## config.mk

```make
export PLATFORM = sky130hd
export DESIGN_NAME = nco_dds
export DESIGN_NICKNAME = d
export VERILOG_FILES = /design/src/rtl/nco_dds.sv
export SDC_FILE = /design/constraint.sdc
export NUM_CORES = 2
export LEC_CHECK = 0
export ABC_CLOCK_PERIOD_IN_PS = 12100
export BUFFER_PORTS_ARGS = -buffer_cell sky130_fd_sc_hd__clkbuf_2
export CORE_ASPECT_RATIO = 0.9
export CORE_MARGIN = 10
export CORE_UTILIZATION = 55
export CTS_CLUSTER_DIAMETER = 200
export CTS_CLUSTER_SIZE = 30
export DETAILED_ROUTE_END_ITERATION = 10
export PLACE_DENSITY = 0.67
export SLEW_MARGIN = 20
export SYNTH_ARGS = -nofsm -noshare
export SYNTH_HDL_FRONTEND = slang
export SYNTH_SLANG_ARGS = --single-unit
```

## constraint.sdc

```tcl
create_clock -name clk -period 12.1 [get_ports clk]
set_input_delay 0.605 -clock clk [delete_from_list [all_inputs] [get_ports clk]]
set_output_delay 0.605 -clock clk [all_outputs]
set_load 0.005 [all_outputs]
```

## src/rtl/nco_dds.sv

```systemverilog
// nco_dds: 25-bit phase accumulator feeding a CORDIC_N-stage rotation CORDIC; LATENCY = CORDIC_N+3 enabled clocks,
// no backpressure (clken=0 stalls every register). Define PHASE_DITHER_EN to add 9-bit LFSR dither below the phase slice.
module nco_dds #(
  parameter int PHASE_W  = 25,
  parameter int OUT_W    = 15,
  parameter int CORDIC_N = 16
) (
  input  logic                    clk,
  input  logic                    reset_n,
  input  logic                    clken,
  input  logic [PHASE_W-1:0]      phi_inc_i,
  input  logic [PHASE_W-1:0]      freq_mod_i,
  output logic signed [OUT_W-1:0] fsin_o,
  output logic signed [OUT_W-1:0] fcos_o,
  output logic                    out_valid
);

  localparam int LATENCY = CORDIC_N + 3;
  localparam int CNT_W   = $clog2(LATENCY);
  localparam int GRD     = 6;
  localparam int XW      = OUT_W + GRD + 2;
  localparam int ZW      = 26;
  localparam int ZF      = 24 - CORDIC_N;
  localparam int RES_W   = CORDIC_N - 2;
  localparam int ZPAD    = ZW - RES_W - ZF;
  // Start vector (2^14-1)*2^GRD divided by the 16-stage CORDIC gain 1.6467602578.
  localparam logic signed [XW-1:0]    X_INIT = XW'(636712);
  localparam logic signed [XW-1:0]    AMP    = XW'((1 << (OUT_W - 1)) - 1);
  localparam logic signed [OUT_W-1:0] AMP_O  = OUT_W'((1 << (OUT_W - 1)) - 1);
  localparam logic signed [XW-1:0]    HALF   = XW'(1 << (GRD - 1));

  // atan(2^-i) in units of 2^-24 of a full turn.
  function automatic logic signed [ZW-1:0] atan_rom(input int idx);
    case (idx)
      0:       atan_rom = ZW'(2097152);
      1:       atan_rom = ZW'(1238021);
      2:       atan_rom = ZW'(654136);
      3:       atan_rom = ZW'(332050);
      4:       atan_rom = ZW'(166669);
      5:       atan_rom = ZW'(83416);
      6:       atan_rom = ZW'(41718);
      7:       atan_rom = ZW'(20860);
      8:       atan_rom = ZW'(10430);
      9:       atan_rom = ZW'(5215);
      10:      atan_rom = ZW'(2608);
      11:      atan_rom = ZW'(1304);
      12:      atan_rom = ZW'(652);
      13:      atan_rom = ZW'(326);
      14:      atan_rom = ZW'(163);
      15:      atan_rom = ZW'(81);
      default: atan_rom = '0;
    endcase
  endfunction

  function automatic logic signed [OUT_W-1:0] sat(input logic signed [XW-1:0] v);
    if (v > AMP)       sat = AMP_O;
    else if (v < -AMP) sat = -AMP_O;
    else               sat = v[OUT_W-1:0];
  endfunction

  logic [PHASE_W-1:0]      acc;
  logic [CORDIC_N-1:0]     phase_slice;
  logic [CORDIC_N-1:0]     ph1;
  logic signed [XW-1:0]    x_init_q, y_init_q;
  logic signed [ZW-1:0]    z_init_q;
  logic [1:0]              q_init_q;
  logic [CNT_W-1:0]        fill_cnt;

  logic signed [XW-1:0]    xs [0:CORDIC_N];
  logic signed [XW-1:0]    ys [0:CORDIC_N];
  logic signed [ZW-1:0]    zs [0:CORDIC_N-1];
  logic [1:0]              qs [0:CORDIC_N];

`ifdef PHASE_DITHER_EN
  logic [8:0]         lfsr;
  logic [PHASE_W-1:0] acc_dith;

  always_ff @(posedge clk) begin
    if (!reset_n)   lfsr <= 9'h1FF;
    else if (clken) lfsr <= {lfsr[7:0], lfsr[8] ^ lfsr[4]};
  end

  assign acc_dith    = acc + PHASE_W'(lfsr);
  assign phase_slice = acc_dith[PHASE_W-1 -: CORDIC_N];
`else
  assign phase_slice = acc[PHASE_W-1 -: CORDIC_N];
`endif

  // Stage 1 captures the phase; stage 2 splits it into quadrant and a 0..90 deg residual.
  always_ff @(posedge clk) begin
    if (!reset_n) begin
      acc       <= '0;
      ph1       <= '0;
      x_init_q  <= '0;
      y_init_q  <= '0;
      z_init_q  <= '0;
      q_init_q  <= '0;
      fill_cnt  <= '0;
      out_valid <= 1'b0;
    end else if (clken) begin
      acc      <= acc + phi_inc_i + freq_mod_i;
      ph1      <= phase_slice;
      q_init_q <= ph1[CORDIC_N-1 -: 2];
      x_init_q <= X_INIT;
      y_init_q <= '0;
      z_init_q <= {{ZPAD{1'b0}}, ph1[RES_W-1:0], {ZF{1'b0}}};
      if (!out_valid) begin
        if (fill_cnt == CNT_W'(LATENCY - 1)) out_valid <= 1'b1;
        else                                 fill_cnt  <= fill_cnt + 1'b1;
      end
    end
  end

  assign xs[0] = x_init_q;
  assign ys[0] = y_init_q;
  assign zs[0] = z_init_q;
  assign qs[0] = q_init_q;

  for (genvar g = 0; g < CORDIC_N; g++) begin : g_rot
    logic signed [XW-1:0] x_q, y_q;
    logic [1:0]           q_q;

    always_ff @(posedge clk) begin
      if (!reset_n) begin
        x_q <= '0;
        y_q <= '0;
        q_q <= '0;
      end else if (clken) begin
        q_q <= qs[g];
        if (zs[g][ZW-1]) begin
          x_q <= xs[g] + (ys[g] >>> g);
          y_q <= ys[g] - (xs[g] >>> g);
        end else begin
          x_q <= xs[g] - (ys[g] >>> g);
          y_q <= ys[g] + (xs[g] >>> g);
        end
      end
    end

    assign xs[g+1] = x_q;
    assign ys[g+1] = y_q;
    assign qs[g+1] = q_q;

    // The residual angle is not needed after the last rotation.
    if (g < CORDIC_N - 1) begin : g_z
      localparam logic signed [ZW-1:0] ATAN = atan_rom(g);
      logic signed [ZW-1:0] z_q;

      always_ff @(posedge clk) begin
        if (!reset_n)   z_q <= '0;
        else if (clken) z_q <= zs[g][ZW-1] ? zs[g] + ATAN : zs[g] - ATAN;
      end

      assign zs[g+1] = z_q;
    end
  end

  logic signed [XW-1:0]    x_rnd, y_rnd;
  logic signed [OUT_W-1:0] x_sat, y_sat, sin_nxt, cos_nxt;

  // Round and clamp before the quadrant swap so negation can never overflow.
  always_comb begin
    x_rnd   = (xs[CORDIC_N] + HALF) >>> GRD;
    y_rnd   = (ys[CORDIC_N] + HALF) >>> GRD;
    x_sat   = sat(x_rnd);
    y_sat   = sat(y_rnd);
    sin_nxt = y_sat;
    cos_nxt = x_sat;
    case (qs[CORDIC_N])
      2'd0: begin sin_nxt =  y_sat; cos_nxt =  x_sat; end
      2'd1: begin sin_nxt =  x_sat; cos_nxt = -y_sat; end
      2'd2: begin sin_nxt = -y_sat; cos_nxt = -x_sat; end
      default: begin sin_nxt = -x_sat; cos_nxt =  y_sat; end
    endcase
  end

  always_ff @(posedge clk) begin
    if (!reset_n) begin
      fsin_o <= '0;
      fcos_o <= '0;
    end else if (clken) begin
      fsin_o <= sin_nxt;
      fcos_o <= cos_nxt;
    end
  end

endmodule

```

==> results summary <==
The H-tree level count is 2. The area of the core region is 160000 sq um. The number of buffers between clock root and the deepest sink came out at 3. The setup slack on the worst flop-to-flop path came out at 6.99 ns. The clock transition at the register clock pins on the worst setup and hold paths after CTS came out at 0.13 ns.

By startpoint and endpoint, the worst setup path is classified as flop to flop. The end point of the worst hold path is acc[0]. In this run the worst hold path is classified as input pin to flop. The first global-routing pass estimated between 300000 and 400000 um of wire.

The category of the worst setup path launch point is a flop. The number of buffers added on ports came out at 83. After synthesis, the most frequently instantiated cells are sky130_fd_sc_hd__nor2_1, sky130_fd_sc_hd__dfxtp_1, sky130_fd_sc_hd__ha_1, sky130_fd_sc_hd__a21oi_1, sky130_fd_sc_hd__nand2_1. The run finished with clean final reports. The number of vias after detailed routing is about 77k. The max-cap violation count came out at 0. In this run, the number of DRC markers left after iteration 0 of detailed routing was between 5k and 6k. For this run, the detailed router's first-pass iteration total came to 6. Summed over all nets, the half-perimeter wirelength after detailed placement is 181000 um.

The number of top-level design ports came out at 84. Summed over all layers, the global routing overflow is 0. After detailed routing, the number of vias per cell comes to 6.00.

The floorplan die width is 443 um. For this configuration, the core starts out at a cell density of 55.4%. The initial antenna violation count is 1.

The mean cell area of the mapped netlist is about 8 sq um. The number of failing setup endpoints in the final timing report is 0. The dominant cell type by area after synthesis is sky130_fd_sc_hd__dfxtp_1.

The biggest fanout along the worst timing path is 15. For the worst setup path, the data arrival time is 5.72 ns. Clock latency on the worst-skew pair, taken at its later pin, is 0.72 ns.

The prevailing post-synth register cell is sky130_fd_sc_hd__dfxtp_1. Summed over its instances, the top area cell type makes up around a quarter of the synthesized netlist area. The net count of the finished layout is 11.9k. The remaining routing DRC violations came out at 0.

STA classifies the critical path endpoint as a flop. The cell area after synthesis is 88500 sq um. The total of warnings raised by yosys is 0. The synthesized instance count came out at 11.0k. In this run the most critical hold path is launched from freq_mod_i[0].

The post-CTS setup buffer count is 0. The post-cts hold buffer count is 0. The via count of the first global-routing pass is 72.1k.

The endpoint identified for the worst register-to-register timing path is fsin_o[14]. The highest clock rate is 196 MHz. The number of instances on the worst hold path came out at 4.

The number of max-slew violations in the final report came to 0. The number of CTS-inserted buffers came out at 42. The post-synthesis async set-or-reset flop share came out at 0%. In the final routed layout, each cell accounts on average for 18.6 um. The fraction of layout instances using a drive strength above 1 came out at 3.18%.

The setup skew after layout is 0.0503 ns. The number of synthesized flops with an enable pin came out at 0. By instance count, the leading cell after synthesis is sky130_fd_sc_hd__nor2_1. Entering global routing, the biggest net connects 194 pins. The routability congestion estimate from global placement came out at 0.904.

Fill cells in the final layout number 14.9k. The depth of the most critical reg-to-reg path is 15. The proportion of synthesized chip area in sequential cells is between 20 and 30%.

The clock sink count is between 1k and 1.5k. The final hold violation count came out at 0. The number of synthesized register bits came out at 1109. The height of the die came out at ~400 um.

The root cell of the clock tree is sky130_fd_sc_hd__clkbuf_16. The worst register-to-register path begins at g_rot[15].x_q[6]. TritonCTS built the clock tree. After clock tree synthesis, the repair step resized 0 gates. Global routing used 25.8% of the available tracks across all layers.

The residual antenna-violating net count after detailed routing came out at 0. The number of unique standard cell types used by synthesis is 92. In this run the core area contains 139 standard-cell rows. Setup repair after global routing left no endpoint under its margin. For the finished layout, the period the worst path requires is 5.11 ns.

By area the synthesized netlist is led by sky130_fd_sc_hd__dfxtp_1, sky130_fd_sc_hd__ha_1, sky130_fd_sc_hd__xnor2_1. The final wirelength is around 240000 um. Relative to the synthesized area, the layout overhead comes to 3.53%.

The normalized max-slew margin is 27.2%. STA puts the critical path data required time at 12.71 ns. The transition time at the pin with the least slew margin is 1.08 ns. Synthesis produced a netlist with a net count of about 12k.

The total negative setup slack is 0 ns. The share of the cycle needed by the critical path after routing came out at 42.2%. The area of the die came out at 177000 sq um.
-- logic make-up (layout without fill, tap and decap cells) --
family | count (synthesis) | count (layout) | synth area share (%)
muxes | 636 | 636 | 7.28
AOI/OAI and AO/OA | 2822 | 2822 | 20.0
adders and majority gates | 1029 | 1029 | 15.1
and+or+nand+nor | 3546 | 3546 | 18.3
DFF | 1109 | 1109 | 25.1
buffers and inverters | 818 | 580 | 3.53
xor gates and xnor gates | 1071 | 1071 | 10.6
other | 0 | 1 | 0
-- cells in the final DEF (no fill, tap or decap), drive strengths merged, types with 20 or more instances in the layout --
cell    instances
nor2         1537
dfxtp        1109
ha            966
a21oi         952
nand2         700
xnor2         681
o21ai         604
mux2i         592
xor2          389
inv           387
nor3          344
a21o          250
a211oi        208
nand3         206
o21a          131
clkbuf        125
nor2b         110
or3           107
a31oi          95
nand2b         91
o21bai         90
and3           80
buf            66
fa             63
nor4           61
o31ai          56
and2           54
nand4          52
a21boi         51
nor3b          48
o211ai         44
mux2           42
or2            40
a211o          37
o41ai          33
nand3b         33
o31a           30
o21ba          20
nor4b          20
-- state kept, by name, indices dropped and copies added, names as in the netlist, 14 cells and up --
signal	flops
z_init_q	14
fsin_o	15
g_rot.x_q	320
g_rot.q_q	32
g_rot.y_q	316
fcos_o	15
g_rot.g_z.z_q	348
ph1	16
acc	25
-- critical path, cell delays in order, from the launching register on --
cell	delay, ns
sky130_fd_sc_hd__dfxtp_1	0.47
sky130_fd_sc_hd__ha_1	0.31
sky130_fd_sc_hd__and4_1	0.40
sky130_fd_sc_hd__nand4_1	0.34
sky130_fd_sc_hd__and3_2	0.39
sky130_fd_sc_hd__nor2_1	0.61
sky130_fd_sc_hd__o21ai_0	0.38
sky130_fd_sc_hd__inv_1	0.16
sky130_fd_sc_hd__ha_1	0.32
sky130_fd_sc_hd__inv_1	0.15
sky130_fd_sc_hd__a2111oi_4	0.36
sky130_fd_sc_hd__o21ai_2	0.16
sky130_fd_sc_hd__or4_4	0.58
sky130_fd_sc_hd__mux2i_1	0.14
sky130_fd_sc_hd__a21oi_1	0.16
sky130_fd_sc_hd__o21ai_1	0.08
-- final cells by class --
| class | count | area (sq um) | area share [%] |
|---|---|---|---|
| Tap cell | 2115 | 2650 | 2.89 |
| Timing Repair Buffer | 148 | 1000 | 1.10 |
| Sequential cell | 1109 | 22200 | 24.2 |
| Clock buffer | 43 | 1050 | 1.15 |
| Multi-Input combinational cell | 9104 | 63200 | 69.0 |
| Antenna cell | 1 | 2.50 | 0.00273 |
| Clock inverter | 3 | 33.8 | 0.0369 |
| Inverter | 386 | 1460 | 1.60 |
-- metrics by stage --
step / worst slack [ns] / util, % / cell area (sq um) / cells / hold WS, ns
final: 6.99 / 57.4 / 91600 / 12900 / 0.305
after global routing: 6.67 / 57.4 / 91600 / 12900 / 0.318
after CTS: 7.13 / 57.3 / 91600 / 12900 / 0.256
after detailed placement: 6.60 / 56.7 / 90500 / 12900 / 0.440
after global placement: 6.62 / 56.6 / 90400 / 12900 / 0.435
after floorplan: 7.88 / - / 88500 / 11000 / 0.422
-- how the worst max path moves through the flow --
stage,start,end,slack (ns)
global route,g_rot[15].x_q[6],fsin_o[14],6.67
CTS,g_rot[3].g_z.z_q[25],g_rot[4].x_q[22],7.13
global placement,clken,g_rot[10].g_z.z_q[25],6.62
detailed placement,clken,g_rot[10].g_z.z_q[25],6.60
finish,g_rot[15].x_q[6],fsin_o[14],6.99
floorplan,g_rot[15].x_q[5],fsin_o[14],7.88
-- metal layers --
metal  vias to the layer above  track usage, %  share of wire [%]
li1                      38900               -                  -
met1                     36700            38.1                 50
met2                      1694            40.8                 44
met3                       219            2.07                4.9
met4                         0            4.97                1.9
met5                         -               0                  0
Power is not shown: default switching activity piles up to over one toggle a cycle in this logic, so the estimate is an artifact.
